**src/rtl/spi_arb_pkg.sv**
```systemverilog
// Shared types and constants for the two-requester SPI arbiter.
package spi_arb_pkg;

    localparam int NREQ         = 2;
    localparam int CS_SETUP_DEF = 4;
    localparam int CS_HOLD_DEF  = 4;

    typedef enum logic [2:0] {
        IDLE  = 3'd0,
        SETUP = 3'd1,
        READY = 3'd2,
        START = 3'd3,
        BUSY  = 3'd4,
        DONE  = 3'd5,
        HOLD  = 3'd6
    } state_t;

    function automatic int max_int(input int a, input int b);
        return (a > b) ? a : b;
    endfunction

endpackage

```
**src/rtl/spi_rr_pick.sv**
```systemverilog
// Two-way round-robin pick: contention goes to the requester not granted last.
module spi_rr_pick
    import spi_arb_pkg::*;
(
    input  logic [NREQ-1:0] req,
    input  logic            last,
    output logic [NREQ-1:0] win
);

    // last holds the index of the previous winner; reset leaves it at 1.
    always_comb begin
        win = '0;
        case (req)
            2'b01:   win = 2'b01;
            2'b10:   win = 2'b10;
            2'b11:   win = last ? 2'b01 : 2'b10;
            default: win = '0;
        endcase
    end

endmodule

```
**src/rtl/spi_arbiter.sv**
```systemverilog
// Shares one SPI byte engine between two requesters, each with its own chip select.
// Handshake: a byte moves on the clk edge where byte_valid[i] & byte_ready[i]; byte_ready is offered only to the granted requester while its req is held.
module spi_arbiter
    import spi_arb_pkg::*;
#(
    parameter int CS_SETUP = CS_SETUP_DEF,
    parameter int CS_HOLD  = CS_HOLD_DEF
) (
    input  logic                 clk,
    input  logic                 rst,
    input  logic [NREQ-1:0]      req,
    output logic [NREQ-1:0]      gnt,
    input  logic [NREQ-1:0]      byte_valid,
    input  logic [NREQ-1:0][7:0] byte_data,
    output logic [NREQ-1:0]      byte_ready,
    output logic [NREQ-1:0]      rx_valid,
    output logic [7:0]           rx_byte,
    output logic [NREQ-1:0]      cs_n,
    output logic                 spi_tx_start,
    output logic [7:0]           spi_tx_data,
    input  logic                 spi_tx_ready,
    input  logic [7:0]           spi_rx_data,
    output logic [2:0]           state_dbg
);

    localparam int CNT_W = $clog2(max_int(CS_SETUP, CS_HOLD) + 1);
    localparam logic [CNT_W-1:0] SETUP_LAST = CNT_W'(CS_SETUP - 1);
    localparam logic [CNT_W-1:0] HOLD_LAST  = CNT_W'(CS_HOLD - 1);

    state_t            state;
    state_t            state_n;
    logic [CNT_W-1:0]  cnt;
    logic              cnt_run;
    logic              last;
    logic [NREQ-1:0]   win;
    logic              cur_req;
    logic              cur_valid;
    logic              take_grant;
    logic              take_byte;
    logic              take_rx;
    logic              drop_cs;

    spi_rr_pick u_pick (
        .req  (req),
        .last (last),
        .win  (win)
    );

    assign cur_req   = |(req & gnt);
    assign cur_valid = |(byte_valid & gnt);
    assign state_dbg = state;

    always_ff @(posedge clk or posedge rst) begin
        if (rst) begin
            state <= IDLE;
        end else begin
            state <= state_n;
        end
    end

    always_comb begin
        state_n      = state;
        cnt_run      = 1'b0;
        take_grant   = 1'b0;
        take_byte    = 1'b0;
        take_rx      = 1'b0;
        drop_cs      = 1'b0;
        byte_ready   = '0;
        spi_tx_start = 1'b0;
        case (state)
            IDLE: begin
                if (|req) begin
                    take_grant = 1'b1;
                    state_n    = SETUP;
                end
            end
            SETUP: begin
                if (cnt == SETUP_LAST) state_n = READY;
                else                   cnt_run = 1'b1;
            end
            READY: begin
                byte_ready = gnt & req;
                if (!cur_req) begin
                    state_n = HOLD;
                end else if (cur_valid) begin
                    take_byte = 1'b1;
                    state_n   = START;
                end
            end
            START: begin
                // Never kick the engine while it is still busy.
                spi_tx_start = spi_tx_ready;
                if (spi_tx_ready) state_n = BUSY;
            end
            BUSY: begin
                if (!spi_tx_ready) state_n = DONE;
            end
            DONE: begin
                if (spi_tx_ready) begin
                    take_rx = 1'b1;
                    state_n = READY;
                end
            end
            HOLD: begin
                if (cnt == HOLD_LAST) begin
                    drop_cs = 1'b1;
                    state_n = IDLE;
                end else begin
                    cnt_run = 1'b1;
                end
            end
            default: state_n = IDLE;
        endcase
    end

    always_ff @(posedge clk or posedge rst) begin
        if (rst) begin
            cnt         <= '0;
            gnt         <= '0;
            cs_n        <= '1;
            last        <= 1'b1;
            spi_tx_data <= '0;
            rx_byte     <= '0;
            rx_valid    <= '0;
        end else begin
            cnt      <= cnt_run ? cnt + 1'b1 : '0;
            rx_valid <= '0;
            if (take_grant) begin
                gnt  <= win;
                cs_n <= ~win;
            end
            if (drop_cs) begin
                gnt  <= '0;
                cs_n <= '1;
                last <= gnt[1];
            end
            if (take_byte) spi_tx_data <= byte_data[gnt[1]];
            if (take_rx) begin
                rx_byte  <= spi_rx_data;
                rx_valid <= gnt;
            end
        end
    end

endmodule

```
**config.mk**
```make
export PLATFORM = sky130hd
export DESIGN_NAME = spi_arbiter
export DESIGN_NICKNAME = d
export VERILOG_FILES = /design/src/rtl/spi_arb_pkg.sv /design/src/rtl/spi_rr_pick.sv /design/src/rtl/spi_arbiter.sv
export SDC_FILE = /design/constraint.sdc
export NUM_CORES = 1
export LEC_CHECK = 0
export ABC_CLOCK_PERIOD_IN_PS = 1600
export CAP_MARGIN = 20
export CORE_UTILIZATION = 40
export CTS_BUF_LIST = sky130_fd_sc_hd__clkbuf_8
export CTS_CLUSTER_SIZE = 12
export DETAILED_ROUTE_END_ITERATION = 10
export MAX_ROUTING_LAYER = met4
export PLACE_DENSITY = 0.76
export SLEW_MARGIN = 25
export SYNTH_ARGS = -nofsm -noshare
export SYNTH_HDL_FRONTEND = slang
export SYNTH_SLANG_ARGS = --single-unit
```
**constraint.sdc**
```tcl
create_clock -name clk -period 1.6 [get_ports clk]
set_input_delay 0.24 -clock clk [delete_from_list [all_inputs] [get_ports clk]]
set_output_delay 0.24 -clock clk [all_outputs]
set_load 0.01 [all_outputs]
```
# Word-level counts from Yosys, hierarchy flattened

Cells that the tools add are included.

Register bits: 29
Bits of input ports: 31
Output and inout port bits: 28

$add $sub $neg: 1
Magnitude comparators: 1
Equality and inequality tests: 17
Mux-type cells: 32
Bitwise gates (word level): 3
Reduce and logical (&&, ||, !) cells: 7

Operators by type and width:

| kind                                                | count |
|---|---|
| two-way mux 3 bit                                   | 9 |
| one-hot mux 3 bit (7 select lines)                  | 1 |
| two-way mux 8 bit                                   | 2 |
| two-way mux 2 bit                                   | 7 |
| two-way mux 1 bit                                   | 12 |
| != test 2 bit, second input constant                | 6 |
| equality test 3 x 2 -> 1 bit, second input constant | 3 |
| equality test 3 bit, second input constant          | 3 |
| OR reduction 2 bit                                  | 4 |
| AND reduction 7 bit                                 | 1 |
| one-hot mux 2 bit (3 select lines)                  | 1 |
| bitwise AND 2 bit                                   | 2 |
| equality test 2 bit, second input constant          | 2 |
| adder 3 x 1 -> 3 bit, second input constant         | 1 |
| equality test 3 x 1 -> 1 bit, second input constant | 1 |
| zero test 3 bit                                     | 1 |
| != test 3 bit, second input constant                | 1 |
| equality test 2 x 1 -> 1 bit, second input constant | 1 |
| < comparator 1 x 2 -> 1 bit, second input constant  | 1 |
| NOT 2 bit                                           | 1 |
| nonzero test 2 bit                                  | 1 |

# Logic depth before layout (Yosys ltp)

Depth after elaboration: 5
Mapped depth: 5

# Cells and area by module

From an unflattened synthesis, not the netlist that was laid out.

Cells, all modules: 135
Area, all modules: 1,415.1 µm²

Modules (own cells, without submodules):

| module      | instances | cells each | area an instance (µm²) | seq. area each (µm²) |
|---|---|---|---|---|
| spi_arbiter | 1         | 132        | 1,396.3                | 729.4 |
| spi_rr_pick | 1         | 3          | 18.8                   | 0.0 |

# Worst setup path after synthesis

Ideal clock, no wire load.

Path kind: reg-to-reg
Start: register gnt[1]
End: register spi_tx_data[0]
Arrival: 1.460 ns
Data required time: 1.475 ns
Slack: 0.015 ns
Stages on the path, launching flop included: 5
Buffers on the path: 0
Cells stage by stage: dfrtp_1 > and3_1 > a31oi_1 > a211oi_4 > mux2_2

Cells in the longest elaborated chain, start to end: 5

RTL lines:

| item                   | line               | source |
|---|---|---|
| start, declared        | spi_arbiter.sv:12  | `output logic [NREQ-1:0] gnt,` |
| start signal, assigned | spi_arbiter.sv:129 | `gnt <= win;` |
| bitwise AND 2 bit      | spi_arbiter.sv:50  | `assign cur_valid = \|(byte_valid & gnt);` |
| OR reduction 2 bit     | spi_arbiter.sv:50  |  |
| two-way mux 1 bit      | spi_arbiter.sv:85  | `end else if (cur_valid) begin` |
| two-way mux 1 bit      | spi_arbiter.sv:83  | `if (!cur_req) begin` |
| two-way mux 1 bit      | spi_arbiter.sv:70  | `case (state)` |
| end signal, assigned   | spi_arbiter.sv:137 | `if (take_byte) spi_tx_data <= byte_data[gnt[1]];` |
| end, declared          | spi_arbiter.sv:20  | `output logic [7:0] spi_tx_data,` |

Several ways; a longest one is shown, not always the timed one. The select of a mux whose other input is x is not followed.
A chain may end at the register's enable or synchronous reset.

# Worst setup path in the final report

Start: register gnt[0]
End: output gnt[0]

No word-level cell between the ends.

==> flow_summary_export.csv <==
group,metric,value,unit
die,io_pins,59,
finish,final_area,2280,sq um
global_route,grt_pass1_vias,1224,
placement,dp_cells,237,
die,die_w,61.3,um
logic_synthesis,ys.warnings.count,0,
clocking,clock_path_buffers,2,
critical_path,cp-start-kind,"flip-flop",
global_route,overflow,0,
min_path,worstHoldPathType,"in -> async",
die,row_count,21,
detailed_routing,wl,3390,um
pwr,irDropWorstVdd,1.05,mV
logic_synthesis,yosysUniqueCellTypes,29,
logic_synthesis,avgSynthCellArea,11.6,sq um
timing,rsz0062_at_grt,"false",
finish,drive_above_1_share,32.3,%
timing,skew,0.00486,ns
clocking,cts_tree,"yes",
finish,area_growth_syn_to_layout,61.9,%
critical_path,critPathKind,"reg -> out",
clocking,cts-htree-levels,2,
logic_synthesis,yosysSeqAreaShare,51.8,%
logic_synthesis,ys_ff_latch,29,
timing,fmax,0.652,GHz
clocking,clock_sinks,29,
global_route,antenna_found_initial,0,
logic_synthesis,syn-cell-area,1410,sq um
critical_path,cp_cell_sequence,"buf_4, clkdlybuf4s50_1",
detailed_routing,drc,0,
timing,maxSlewViolCount,0,
timing,finalHoldViolCount,0,
detailed_routing,viasPerCell,4.89,
clocking,holdBufCountCts,0,
placement,place_congestion,0.834,
timing,fin_crit_sh,95.8,%
job,cap_violations,0,
critical_path,cp.required,1.36,ns
die,core,3360,sq um
timing,worst_pin_slew,0.369,ns
critical_path,worst_path_largest_cell_delay,0.55,ns
placement,io_buffers,58,
critical_path,path_max_fanout,3,
die,die-area,3760,sq um
critical_path,cp.arrival,1.29,ns
timing,period_minus_slack,1.53,ns
detailed_routing,drtPass1Iterations,4,
detailed_routing,vias,1208,
placement,dpl_cell_area,2150,sq um
timing,hold_slack,0.334,ns
logic_synthesis,syn_nets,154,
clocking,clkTransAtPathRegs,0.06,ns
die,start_util,41.9,%
critical_path,cpMaxStageDelayCell,"clkdlybuf4s50_1",
logic_synthesis,synthCells,121,
timing,setup_violations,0,
global_route,grt_first_pass_wirelength,5460,um
pwr,power-per-cell-area,1710,nW/um^2
global_route,grt_usage,21.1,%
pwr,p_leak,1.07,nW
critical_path,cp-end-kind,"output pin",
clocking,cts_root_buffer,"clkbuf_8",
die,dieHeight,61.3,um
placement,dpl.hpwl,2620,um
finish,final_cells,247,
finish,finish.utilization,67.7,%
detailed_routing,wl_per_cell,13.7,um
detailed_routing,drt_iter0_markers,14,
global_route,grt_start_max_net_pins,30,
finish,nets,233,
clocking,cts_buffers,5,
detailed_routing,antenna_left,0,
finish,antenna_cells,0,
status,status,"completed",
timing,max-slew-margin-rel,75.4,%
clocking,clock_latency,0.27,ns
## cell usage after synthesis
cell	n	area, sq um
a211oi_4	1	20.0
a21o_1	1	7.51
a21oi_1	6	30.0
a221oi_1	1	8.76
a22o_1	2	17.5
a31oi_1	1	6.26
and2_1	2	12.5
and3_1	2	12.5
buf_1	1	3.75
buf_2	3	15.0
clkbuf_1	1	3.75
dfrtp_1	26	651
dfstp_2	3	78.8
ha_1	2	25.0
inv_1	6	22.5
mux2_2	27	304
mux2i_1	1	10.0
nand2_1	7	26.3
nand2b_1	3	18.8
nand3_1	3	15.0
nor2_1	6	22.5
nor2b_1	1	6.26
nor3_1	4	20.0
nor3b_1	1	7.51
o21ai_0	3	15.0
o22a_1	1	8.76
o22ai_1	2	12.5
or2_2	3	18.8
or2b_1	1	7.51
## where the power goes
group	total, W	leakage [nW]	switching [W]	internal [W]
sequential	0.00126	0.354	0.000187	0.00108
clock	0.000572	0.0439	0.000273	0.000299
combinational	0.00205	0.670	0.000825	0.00123
## final cells by class
| class | instances | area, sq um |
|---|---|---|
| clock buffer | 5 | 68.8 |
| clock inverter | 3 | 17.5 |
| fill | 283 | 1080 |
| inverter | 6 | 22.5 |
| multi-input combinational | 81 | 647 |
| sequential | 29 | 729 |
| tap | 46 | 57.6 |
| timing repair buffer | 77 | 736 |
## registers in the layout, summed over array words and instances (netlist names)
name,count
state_dbg,3
last,1
gnt,2
rx_byte,8
rx_valid,2
cnt,3
cs_n,2
spi_tx_data,8
## layout by cell type, fill, tap and decap left out, drive strengths merged, types with 2 or more instances in the layout
cell type,count
buf,19
dlygate4sd2,3
a21oi,6
a22o,2
nor2,6
or2,3
clkbuf,6
nor3,4
nand2,7
nand2b,3
mux2,27
dlymetal6s2s,7
dfstp,3
inv,6
clkinv,2
and3,2
and2,2
o21ai,3
ha,2
dfrtp,26
o22ai,2
nand3,3
clkdlybuf4s50,47
## through the flow
stage | power (W) | setup slack [ns] | TNS [ns]
floorplan | 0.00226 | 0.0148 | 0
global placement | 0.00322 | -0.303 | -3.28
detailed placement | 0.00329 | -0.343 | -3.97
CTS | 0.00394 | 0.00188 | 0
global route | 0.00416 | 0.00488 | 0
finish | 0.00389 | 0.0665 | 0
## layer usage
layer,GRT usage (%),vias to the layer above,wire length [um]
met5,-,-,0
met4,5.52,0,7
li1,-,579,-
met1,25.1,588,1420
met2,34.0,39,1790
met3,7.56,2,172
## critical path: cells and delay by family, from the launching register on
family / cells / cell delay, ns
DFF: 1 / 0.35
buffers and inverters: 2 / 0.67
## final timing paths
check / start / slack (ns) / depth (start not counted) / endpoint
min in group clk: cnt[0] / 0.44 / 1 / cnt[0]
worst min-delay path: rst / 0.33 / 3 / spi_tx_data[4]
max in group asynchronous: rst / 0.95 / 3 / last
worst min register to register: cnt[0] / 0.44 / 1 / cnt[0]
worst max register to register: gnt[1] / 0.09 / 5 / spi_tx_data[0]
worst max-delay path: gnt[0] / 0.07 / 2 / gnt[0]
## cell families after synthesis
family / count (synthesis) / synth area share, %
fa+ha+maj: 2 / 1.78
compound gates: 18 / 8.98
flops: 29 / 51.8
buf+inv: 11 / 3.20
mux: 28 / 22.3
simple gates: 33 / 11.9
## what timing repair did
| action | in CTS | in global routing |
|---|---|---|
| endpoints found under the setup margin | 13 | 15 |
| setup buffers | 2 | 0 |
| pin swaps | 0 | 3 |
| resized for setup | 7 | 10 |
No activity file was read; power rests on OpenSTA's default activity.
